[src/rtl/pc_sequencer.sv]
// Program-counter sequencer: sequential, relative/absolute jump, conditional branch and call/return.
// Define PCSEQ_STACK_EN to build the return-address stack; without it calls are plain jumps and returns fall through.
module pc_sequencer #(
    parameter int unsigned     PC_W        = 8,
    parameter int unsigned     OFF_W       = 8,
    parameter int unsigned     STACK_DEPTH = 4,
    parameter logic [PC_W-1:0] RESET_PC    = '0,
    localparam int unsigned    SP_W        = $clog2(STACK_DEPTH + 1)
) (
    input  logic             clk,
    input  logic             reset,
    input  logic             stall,
    input  logic [2:0]       br_mode,
    input  logic             zero,
    input  logic [OFF_W-1:0] offset,
    input  logic [PC_W-1:0]  target,
    output logic [PC_W-1:0]  pc,
    output logic [PC_W-1:0]  pc_next,
    output logic             taken,
    output logic [SP_W-1:0]  sp,
    output logic             stack_ovf,
    output logic             stack_unf
);

    localparam logic [2:0] MODE_SEQ    = 3'd0;
    localparam logic [2:0] MODE_JREL   = 3'd1;
    localparam logic [2:0] MODE_BZ     = 3'd2;
    localparam logic [2:0] MODE_BNZ    = 3'd3;
    localparam logic [2:0] MODE_CALL   = 3'd4;
    localparam logic [2:0] MODE_RET    = 3'd5;
    localparam logic [2:0] MODE_JABS   = 3'd6;

    logic [PC_W-1:0] pc_q;
    logic [PC_W-1:0] offExt;
    logic [PC_W-1:0] pcInc;
    logic [PC_W-1:0] relTgt;

    // Offset is sign-extended when narrower than the PC, truncated when wider.
    generate
        if (OFF_W >= PC_W) begin : gOffTrunc
            assign offExt = offset[PC_W-1:0];
        end else begin : gOffSext
            assign offExt = {{(PC_W - OFF_W){offset[OFF_W-1]}}, offset};
        end
    endgenerate

    assign pcInc  = pc_q + PC_W'(1);
    assign relTgt = pc_q + offExt;
    assign pc     = pc_q;

`ifdef PCSEQ_STACK_EN
    localparam int unsigned     IDX_W    = (STACK_DEPTH > 1) ? $clog2(STACK_DEPTH) : 1;
    localparam logic [SP_W-1:0] DEPTH_SP = SP_W'(STACK_DEPTH);

    logic [PC_W-1:0]  stack_q [STACK_DEPTH];
    logic [SP_W-1:0]  sp_q;
    logic             ovf_q;
    logic             unf_q;
    logic [IDX_W-1:0] pushIdx;
    logic [IDX_W-1:0] topIdx;
    logic [PC_W-1:0]  stackTop;
    logic             doPush;
    logic             doPop;
    logic             ovfSet;
    logic             unfSet;

    assign pushIdx  = IDX_W'(sp_q);
    assign topIdx   = IDX_W'(sp_q - SP_W'(1));
    assign stackTop = stack_q[topIdx];

    always_comb begin
        pc_next = pcInc;
        taken   = 1'b0;
        doPush  = 1'b0;
        doPop   = 1'b0;
        ovfSet  = 1'b0;
        unfSet  = 1'b0;
        if (stall) begin
            pc_next = pc_q;
        end else begin
            case (br_mode)
                MODE_JREL: begin
                    pc_next = relTgt;
                    taken   = 1'b1;
                end
                MODE_BZ: begin
                    if (zero) begin
                        pc_next = relTgt;
                        taken   = 1'b1;
                    end
                end
                MODE_BNZ: begin
                    if (!zero) begin
                        pc_next = relTgt;
                        taken   = 1'b1;
                    end
                end
                MODE_CALL: begin
                    // A call on a full stack still jumps; only the push is lost.
                    pc_next = relTgt;
                    taken   = 1'b1;
                    if (sp_q < DEPTH_SP) begin
                        doPush = 1'b1;
                    end else begin
                        ovfSet = 1'b1;
                    end
                end
                MODE_RET: begin
                    if (sp_q != '0) begin
                        pc_next = stackTop;
                        taken   = 1'b1;
                        doPop   = 1'b1;
                    end else begin
                        unfSet = 1'b1;
                    end
                end
                MODE_JABS: begin
                    pc_next = target;
                    taken   = 1'b1;
                end
                default: begin
                    pc_next = pcInc;
                end
            endcase
        end
    end

    // Stack contents are intentionally left out of reset; only sp decides what is valid.
    always_ff @(posedge clk) begin
        if (!reset) begin
            pc_q  <= RESET_PC;
            sp_q  <= '0;
            ovf_q <= 1'b0;
            unf_q <= 1'b0;
        end else if (!stall) begin
            pc_q <= pc_next;
            if (doPush) begin
                stack_q[pushIdx] <= pcInc;
                sp_q             <= sp_q + SP_W'(1);
            end else if (doPop) begin
                sp_q <= sp_q - SP_W'(1);
            end
            if (ovfSet) begin
                ovf_q <= 1'b1;
            end
            if (unfSet) begin
                unf_q <= 1'b1;
            end
        end
    end

    assign sp        = sp_q;
    assign stack_ovf = ovf_q;
    assign stack_unf = unf_q;

`else
    // Without a stack, a call is a plain relative jump and a return is sequential.
    always_comb begin
        pc_next = pcInc;
        taken   = 1'b0;
        if (stall) begin
            pc_next = pc_q;
        end else begin
            case (br_mode)
                MODE_JREL, MODE_CALL: begin
                    pc_next = relTgt;
                    taken   = 1'b1;
                end
                MODE_BZ: begin
                    if (zero) begin
                        pc_next = relTgt;
                        taken   = 1'b1;
                    end
                end
                MODE_BNZ: begin
                    if (!zero) begin
                        pc_next = relTgt;
                        taken   = 1'b1;
                    end
                end
                MODE_JABS: begin
                    pc_next = target;
                    taken   = 1'b1;
                end
                MODE_SEQ, MODE_RET: begin
                    pc_next = pcInc;
                end
                default: begin
                    pc_next = pcInc;
                end
            endcase
        end
    end

    always_ff @(posedge clk) begin
        if (!reset) begin
            pc_q <= RESET_PC;
        end else if (!stall) begin
            pc_q <= pc_next;
        end
    end

    assign sp        = '0;
    assign stack_ovf = 1'b0;
    assign stack_unf = 1'b0;
`endif

endmodule
[config.mk]
export PLATFORM = sky130hd
export DESIGN_NAME = pc_sequencer
export DESIGN_NICKNAME = d
export VERILOG_FILES = /design/src/rtl/pc_sequencer.sv
export SDC_FILE = /design/constraint.sdc
export NUM_CORES = 1
export LEC_CHECK = 0
export ABC_AREA = 1
export ABC_CLOCK_PERIOD_IN_PS = 1880
export BUFFER_PORTS_ARGS = -buffer_cell sky130_fd_sc_hd__buf_2
export CORE_ASPECT_RATIO = 0.7
export CORE_MARGIN = 3
export CORE_UTILIZATION = 48
export CTS_CLUSTER_DIAMETER = 150
export CTS_CLUSTER_SIZE = 14
export DETAILED_ROUTE_END_ITERATION = 10
export PLACE_DENSITY = 0.86
export RECOVER_POWER = 50
export SKIP_CTS_REPAIR_TIMING = 1
export SLEW_MARGIN = 20
export SYNTH_ARGS = -nofsm -noshare
export SYNTH_HDL_FRONTEND = slang
export SYNTH_SLANG_ARGS = --single-unit
[constraint.sdc]
create_clock -name clk -period 1.88 [get_ports clk]
set_input_delay 0.094 -clock clk [delete_from_list [all_inputs] [get_ports clk]]
set_output_delay 0.094 -clock clk [all_outputs]
set_load 0.02 [all_outputs]
# Word-level counts from Yosys, hierarchy flattened

Cells that the tools add are included.

Register bits after elaboration: 8
Input bits: 23
Output and inout bits: 22
Word-level logic and storage cells: 18

Add/sub/neg operators: 2
Eq/ne operators: 5
Mux-type cells: 8
Reduce and logical (&&, ||, !) cells: 2

Operators by type and width:

| cell                                                             | number |
|---|---|
| 8-bit case mux with 4 select lines                               | 1 |
| 8-bit 2-to-1 mux                                                 | 3 |
| 8-bit by 1-bit adder with 8-bit output (second input constant)   | 1 |
| 8-bit adder                                                      | 1 |
| 3-bit by 2-bit == test with 1-bit output (second input constant) | 2 |
| 3-bit == test (second input constant)                            | 2 |
| 3-bit by 1-bit == test with 1-bit output (second input constant) | 1 |
| 1-bit 2-to-1 mux                                                 | 3 |
| 1-bit case mux with 3 select lines                               | 1 |
| 3-bit OR reduction                                               | 1 |
| 2-bit OR reduction                                               | 1 |

# Longest topological paths before layout

Word-level depth: 4
Gate-level depth with buffers: 11
Depth with buffers taken out: 11

# Least setup slack after synthesis

Ideal clock, no wire load.

Path type: register -> output
From: reg pc_q[0], in the netlist pc[0]
To: out pc_next[1]
Arrival time: 1.788 ns
Data required time: 1.786 ns
Slack: -0.002 ns
Stages on the path, launching flop included: 10
Path buffers: 0
Cells stage by stage: dfxtp_1 > ha_1 > fa_1 > inv_1 > nand2_1 > o21ai_0 > or2_2 > nand3_1 > nand2_1 > nand2_1

Cells in the longest elaborated chain, start to end: 4
Elaborated cells between the ends (all ways): 6
Classes of those cells: add/sub: 2; mux: 4

RTL lines:

| item                                                                         | RTL line | RTL |
|---|---|---|
| from (decl)                                                                  | 33       | `logic [PC_W-1:0] pc_q;` |
| from (signal assigned)                                                       | 199      | `pc_q <= pc_next;` |
| 8-bit adder / 8-bit by 1-bit adder with 8-bit output (equally long branches) | 48, 47   |  |
| 8-bit 2-to-1 mux (on tied branches)                                          | 176, 170 |  |
| 8-bit case mux with 4 select lines *                                         | 164      | `case (br_mode)` |
| 8-bit 2-to-1 mux *                                                           | 161      | `if (stall) begin` |
| to (decl)                                                                    | 18       | `output logic [PC_W-1:0] pc_next,` |

Mark *: on every way between the ends. The rest lies on a longest branch, timed or not.

# Worst setup path after layout

Same ends and word-level chain as after synthesis.

==> summary.txt <==
Finish
  – FF+latch area: 166 um2
  – Area of the multi-input gates: 938 um2
  – Ant diodes: 0
  – Filler cell count: 165
  – Area Growth Syn to Fin: 46.7%
  – Number of flip-flops in the largest register: 8
  – Share of cells above drive strength 1: 35.9%
  – Layout net count: 279
  – Final core utilization: 80.2%

Die
  – Placeable Area: 2000 um2
  – Die area: 2900 um2
  – Die height: 45.9 um
  – Initial Utilization: 54.7%
  – I/O pin count: 45
  – # rows: 13
  – Die span in x: 63.1 um

Yosys
  – Mapped cell area: 1090 um2
  – Synth cell types: 24
  – Synth Area per Inst: 5.58 um2
  – Synthesized flop and latch total: 8
  – Cells after synthesis: 196
  – Sequential area share after synthesis: 14.6%
  – Synth warnings: 0

Critical path
  – Critical path type: reg2out
  – Crit path launch type: flop
  – Slowest cell on crit path: fa_2
  – Cell Chain, Critical Path: ha_4 > fa_2 > inv_2 > nand2_1 > o21ai_1 > or2_4 > nand3_2 > nand2_2 > nand2_2 > buf_6
  – Critical path data required time: 1.79 ns
  – Worst Path Arrival: 2.05 ns
  – Setup crit end kind: output pin
  – Critical path's largest stage delay: 0.57 ns
  – Most used cell, CP: nand2_2
  – Max FO, Critical Path: 2

Drt
  – Via Count: 1429
  – Antenna violation net count after detailed routing: 0
  – Vias per cell: 5.20
  – # DRC: 0
  – DRT iter0 DRCs: 103
  – DRT Pass-1 Iters: 5
  – Final wirelength: 3910 um
  – DR WL/cell: 14.2 um

Timing
  – Pins Over Slew Limit: 0
  – Fin crit period: 2.14 ns
  – Clock skew: 0.0148 ns
  – Hold Fails Final Rpt: 0
  – RSZ-0062 raised after global routing: true
  – Achievable Freq: 467 MHz
  – Final period util: 114%
  – Post-Route Setup TNS: -0.745 ns
  – Setup violations, final: 5
  – Final setup margin: -0.261 ns

Global routing
  – Initial antenna violation count: 0
  – Tot GR Track Use: 21.6%
  – Largest net degree at the start of global routing: 11
  – Grt total ovfl: 0
  – First-pass GRT wire length: 4840 um
  – Number of global-route vias before repair: 1140

Outcome
  – Failing checks: setup timing
  – Status: finished, violations left

Placed design
  – Hpwl dp: 2510 um
  – IO Port Bufs: 39
  – Placer's final routability congestion estimate: 0.855

Pwr
  – Final Power: 0.871 mW
  – Power Dens Cells: 543 nW/um2
  – Static Leakage: 0.894 nW
  – Worst vdd ir: 0.000446 V

CTS
  – CTS tree: done
  – Clk root buf: clkbuf_4
  – Skew-Pair Late Insertion Delay: 0.27 ns
  – Clock transition at path regs: 0.07 ns
  – Clk buf depth: 2
  – TritonCTS buffer count: 3
  – Max H-tree Level: 1
  – # clock sinks: 8

Run
  – Max_cap viols: 0

Worst hold path
  – Hold Crit Class: in2reg
metal layers:
metal  GRT usage, %  vias up  share of wire [%]
met1           30.4      632                 42
met3           5.43       10                9.2
met4           2.19        0               0.97
li1               -      706                  -
met5              0        -                  0
met2           34.6       81                 47
final timing paths:
| path | start | to | slack [ns] | cells after the start |
|---|---|---|---|---|
| setup / recovery | pc[0] | pc_next[1] | -0.26 | 10 |
| hold / removal | reset | pc[2] | 0.18 | 3 |
| setup reg to reg | pc[0] | pc[1] | 0.06 | 9 |
| hold reg to reg | pc[7] | pc[7] | 0.64 | 4 |
layout by cell type (no fill, tap or decap), drive strengths merged:
master  instances
nand2          62
buf            40
inv            38
nand3          29
nor2           16
clkbuf         11
ha              8
dfxtp           8
o21ai           8
a21oi           7
conb            5
nand4           3
or2             3
xor2            2
nand3b          2
o211ai          1
clkinv          1
fa              1
Yosys cell counts:
master | n | area, um2
nand2_2 | 4 | 25.0
nand4_1 | 3 | 18.8
buf_4 | 5 | 37.5
fa_1 | 1 | 20.0
clkinv_4 | 1 | 8.76
nand2_1 | 57 | 214
nand3_1 | 28 | 140
nand2_4 | 1 | 11.3
inv_2 | 3 | 11.3
dfxtp_1 | 8 | 160
nor2_1 | 15 | 56.3
buf_2 | 1 | 5.00
xor2_1 | 2 | 17.5
nand3_2 | 1 | 10.0
o21ai_0 | 5 | 25.0
a21oi_1 | 7 | 35.0
or2_2 | 3 | 18.8
conb_1 | 1 | 3.75
nand3b_1 | 2 | 15.0
o21ai_1 | 3 | 15.0
ha_1 | 8 | 100
o211ai_1 | 1 | 7.51
inv_1 | 35 | 131
nor2_2 | 1 | 6.26
area by class of cell:
cell class                 instances  area share, %
clock buffer                       3           1.40
inverter                          39           9.44
multi-input combinational        147           58.5
sequential                         8           10.4
tap                               30           2.34
timing repair buffer              48           17.9
stage by stage:
step                hold slack [ns]  setup WS (ns)  area (um2)  instances
floorplan                     0.302         0.0340        1110        200
global placement              0.453         0.0366        1340        268
detailed placement            0.458         0.0150        1340        268
CTS                           0.183         -0.304        1360        271
global route                  0.199         -0.306        1600        275
finish                        0.185         -0.261        1600        275
logic make-up (layout without fill, tap and decap cells):
| logic type | Yosys count | after routing | share of synthesized area (%) |
|---|---|---|---|
| compound gates | 16 | 16 | 7.55 |
| buf+inv | 45 | 90 | 17.7 |
| fa+ha+maj | 9 | 9 | 11.0 |
| xor+xnor | 2 | 2 | 1.60 |
| simple gates | 115 | 115 | 47.1 |
| flops | 8 | 8 | 14.6 |
| other cells | 1 | 5 | 0.343 |
power breakdown:
part	switching [mW]	internal [mW]
registers	0.0210	0.187
logic	0.308	0.212
clock network	0.0685	0.0736
critical path: cells and delay by family, from the launching register on:
| family | cells | cell delay (ns) |
|---|---|---|
| adders and majority gates | 2 | 0.73 |
| buffers and inverters | 2 | 0.16 |
| AOI/OAI and AO/OA | 1 | 0.07 |
| DFF | 1 | 0.34 |
| and+or+nand+nor | 5 | 0.49 |
Note: power is estimated with default switching activity, not from simulation.
